--- config.mk ---
export PLATFORM = sky130hd
export DESIGN_NAME = fifo_ctrl_16x16
export DESIGN_NICKNAME = d
export VERILOG_FILES = /design/src/rtl/fifo_ctrl_16x16.sv
export SDC_FILE = /design/constraint.sdc
export NUM_CORES = 1
export LEC_CHECK = 0
export CAP_MARGIN = 10
export CORE_ASPECT_RATIO = 0.9
export CORE_MARGIN = 3
export CORE_UTILIZATION = 28
export CTS_CLUSTER_SIZE = 30
export DETAILED_ROUTE_END_ITERATION = 7
export GPL_TIMING_DRIVEN = 0
export PLACE_DENSITY = 0.73
export SLEW_MARGIN = 40
export SYNTH_ARGS = -nofsm -noshare
export SYNTH_HDL_FRONTEND = slang
export SYNTH_SLANG_ARGS = --single-unit
--- constraint.sdc ---
create_clock -name clka -period 2.6 [get_ports clka]
set_input_delay 0.26 -clock clka [delete_from_list [all_inputs] [get_ports clka]]
set_output_delay 0.26 -clock clka [all_outputs]
set_load 0.05 [all_outputs]
--- src/rtl/fifo_ctrl_16x16.sv ---
// Single-clock FIFO controller for an external 16x16 dual-port RAM.
// Port A writes, port B reads; the RAM read data is valid one edge after enb.
module fifo_ctrl_16x16 #(
  parameter int DW = 16,
  parameter int AW = 4
) (
  input  logic          clka,
  input  logic          rst,
  input  logic          wr_en,
  input  logic [DW-1:0] din,
  input  logic          rd_en,
  input  logic          flush,
  input  logic          clr_err,
  output logic          ena,
  output logic          wea,
  output logic [AW-1:0] ada,
  output logic [DW-1:0] dina,
  output logic          enb,
  output logic          web,
  output logic [AW-1:0] adb,
  output logic [DW-1:0] dinb,
  input  logic [DW-1:0] outb,
  output logic [DW-1:0] dout,
  output logic          rd_valid,
  output logic          full,
  output logic          empty,
  output logic [AW:0]   count,
  output logic          overflow,
  output logic          underflow
);

  localparam logic [AW:0] DEPTH = (AW+1)'(2**AW);

  typedef struct packed {
    logic [AW-1:0] wptr;
    logic [AW-1:0] rptr;
    logic [AW:0]   cnt;
  } fifo_st_t;

  fifo_st_t st;
  logic     rd_vld;
  logic     wr_acc, rd_acc;
  logic     ovf_set, udf_set;

  assign full  = (st.cnt == DEPTH);
  assign empty = (st.cnt == '0);
  assign count = st.cnt;

  // rst is folded into the accepts so a reset cycle never reaches the RAM
  assign wr_acc = wr_en & ~full  & ~flush & ~rst;
  assign rd_acc = rd_en & ~empty & ~flush & ~rst;

  assign ovf_set = wr_en & full  & ~flush;
  assign udf_set = rd_en & empty & ~flush;

  assign ena  = wr_acc;
  assign wea  = wr_acc;
  assign ada  = st.wptr;
  assign dina = din;

  assign enb  = rd_acc;
  assign web  = 1'b0;
  assign adb  = st.rptr;
  assign dinb = '0;

  assign dout     = outb;
  assign rd_valid = rd_vld;

  always_ff @(posedge clka) begin
    if (rst) begin
      st        <= '0;
      rd_vld    <= 1'b0;
      overflow  <= 1'b0;
      underflow <= 1'b0;
    end else begin
      // rd_acc is already low during flush, so rd_vld clears with it
      rd_vld <= rd_acc;
      if (flush) begin
        st <= '0;
      end else begin
        if (wr_acc) st.wptr <= st.wptr + AW'(1);
        if (rd_acc) st.rptr <= st.rptr + AW'(1);
        case ({wr_acc, rd_acc})
          2'b10:   st.cnt <= st.cnt + (AW+1)'(1);
          2'b01:   st.cnt <= st.cnt - (AW+1)'(1);
          default: st.cnt <= st.cnt;
        endcase
      end
      // set beats clear when both land on the same edge
      overflow  <= ovf_set | (overflow  & ~clr_err);
      underflow <= udf_set | (underflow & ~clr_err);
    end
  end

endmodule

==> results.cfg <==
[floorplan]
die_x_um = 74.93
dieArea_um2 = 5098
rows = 21
pin_count = 108
die_h_um = 68.04
fp.coreArea_um2 = 3915
initial_core_util_pct = 30.58

[logic_synthesis]
synth_cells = 138
ys_ff_latch = 16
synth_largest_area_cell = buf_4
synth_edf_count = 0
synth_area_leaders = buf_4 31%, dfxtp_1 27%, ha_1 6.3%
netlist.area_leader.share_pct = 31.35
synth_warnings = 0
yosysSeqAreaShare_pct = 26.75
syn_avg_cell_area_um2 = 8.677
synth-main-ff-cell = dfxtp_1
synth.cell_area_um2 = 1197
synth_cell_types = 29
async_flop_share_pct = 0

[clocking]
cts.path.max_buffers = 2
htreeDepth = 1
cts_tree = done
clk_pin_slew_ns = 0.06
cts_hold_buffers = 0
root_buffer = clkbuf_8
cts_buffers = 3
clkSinkCount = 16
worstSkewPairLatency_ns = 0.25

[sta]
fin_hold_ws_ns = 0.4672
fin_ws_ns = 0.09594
setup_viol = 0
tightest_slew_ns = 0.5031
hold_viol_final = 0
clock.fmax_mhz = 399.4
fin_worst_skew_ns = 0.001648
slew_headroom_pct = 66.35
report.final.slew_viol_count = 0
min_period_ns = 2.504
fin_crit_sh_pct = 96.31

[cells_and_area]
final_cell_mix = 55 x clkdlybuf4s50_1, 53 x buf_4, 17 x conb_1
diodes = 0
final_common_cell = clkdlybuf4s50_1
syn_to_final_growth_pct = 69.28
drive_above_1_share_pct = 33.18
fin_util_pct = 51.77
fin_nets = 263
fin_area_um2 = 2027

[global_route]
grt_antenna_before_repair = 0
grt_pass1_wl_um = 4209
grt_max_degree = 11
grt.overflow.total = 0
gr-usage-all-layers_pct = 10.66
grt_pass1_vias = 1000

[outcome]
status = finished, final reports clean

[critical_path]
path_class = reg -> reg
worstPathArrival_ns = 2.69
startpoint_type = flip-flop
cp_slowest_cell = or4_4
crit_path_end_kind = flip-flop
slowest_delay_ns = 0.60
required_ns = 2.79
rr_worst_depth = 9
worstPathCellList = or4_4 -> o21ai_4 -> nor2_4 -> ha_4 -> ha_1 -> a21o_1 -> a21oi_1 -> or4_1 -> nand3_1
critPathMaxFanout = 7

[routing]
wire_per_inst_um = 11.00
drt_iter0_drc = 28
drtPass1Iterations = 4
finalWirelength_um = 2892
antenna_left = 0
vias = 1090
drcViolationCount = 0
viasPerCell = 4.144

[place]
pre_cts_slack_ns = -0.1889
hpwl_um = 2322
globalplace.congestion = 0.7760
placed_area_um2 = 1926
numPortBuffers = 58

[hold_path]
holdCritPathClass = reg -> reg
min_path_cells = 2

[power]
power_mw = 0.7837
p_leak_nw = 0.9238
power.density_nw_per_um2 = 386.7
ir_drop_mv = 0.1461

[job]
cap_violations = 0
[worst max-delay path, delay by kind of cell (launching register included)]
| kind | cells | cell delay (ns) |
|---|---|---|
| simple gates | 4 | 1.15 |
| compound gates | 3 | 0.44 |
| flops | 1 | 0.36 |
| fa+ha+maj | 2 | 0.48 |
[routing by layer]
metal | track usage [%] | vias to the layer above | share of wire [%]
met1 | 12.61 | 472 | 39
met2 | 17.39 | 61 | 49
met3 | 4.993 | 7 | 11
met5 | 0 | - | 0
met4 | 2.667 | 0 | 1.7
li1 | - | 550 | -
[repair_timing]
| item | CTS | global route |
|---|---|---|
| buffers inserted | 0 | 3 |
| pin swaps | 1 | 2 |
| setup endpoints to repair | 4 | 3 |
| resized for setup | 3 | 8 |
[per-stage QoR]
step	cells	setup TNS, ns
final	263	0
after global routing	263	-0.008367
after CTS	262	0
after detailed placement	258	-0.4208
after global placement	258	-0.2968
after floorplan	154	-0.001479
[logic make-up (layout without fill, tap and decap cells)]
kind of cell    after synthesis  in the layout  share of synthesized area (%)
mux                           3              3                          2.508
compound gates               15             15                          9.092
buf+inv                      55            118                          33.54
xor+xnor                      7              7                          5.120
simple gates                 34             34                          14.73
flops                        16             16                          26.75
fa+ha+maj                     7              7                          7.941
other cells                   1             17                         0.3132
[synth_stat cells (all sizes together), types with 3 or more instances]
cell and count:
o211ai 5, buf 51, mux2i 3, ha 6, or4 3, a21oi 5
nand3 4, dfxtp 16, nor2 16, nand2 3, xor2 5
[where the power goes]
group / switching, mW / total, mW / internal [mW]
combinational: 0.199 / 0.312 / 0.113
clock: 0.0883 / 0.223 / 0.134
sequential: 0.00252 / 0.248 / 0.246
total: 0.290 / 0.784 / 0.494
[path summary, 6_finish.rpt]
check	start	end	slack (ns)
min	underflow$_SDFF_PP0_	underflow$_SDFF_PP0_	0.47
max reg2reg	count[3]$_SDFFE_PP0P_	count[3]$_SDFFE_PP0P_	0.1
min reg2reg	underflow$_SDFF_PP0_	underflow$_SDFF_PP0_	0.47
max	count[3]$_SDFFE_PP0P_	count[3]$_SDFFE_PP0P_	0.1
[cell type report]
| class | instances | area, um^2 |
|---|---|---|
| timing repair buffer | 61 | 599.3 |
| clock buffer | 4 | 55.05 |
| fill | 380 | 1888 |
| sequential | 16 | 330.3 |
| inverter | 2 | 7.507 |
| tap | 46 | 57.56 |
| multi-input combinational | 83 | 596.8 |
| buffer | 51 | 380.4 |
[state kept, by name (all words and copies together) (netlist names)]
name and count:
adb 4, count 5, rd_valid 1, underflow 1
overflow 1, ada 4
No activity file was read; power rests on OpenSTA's default activity.
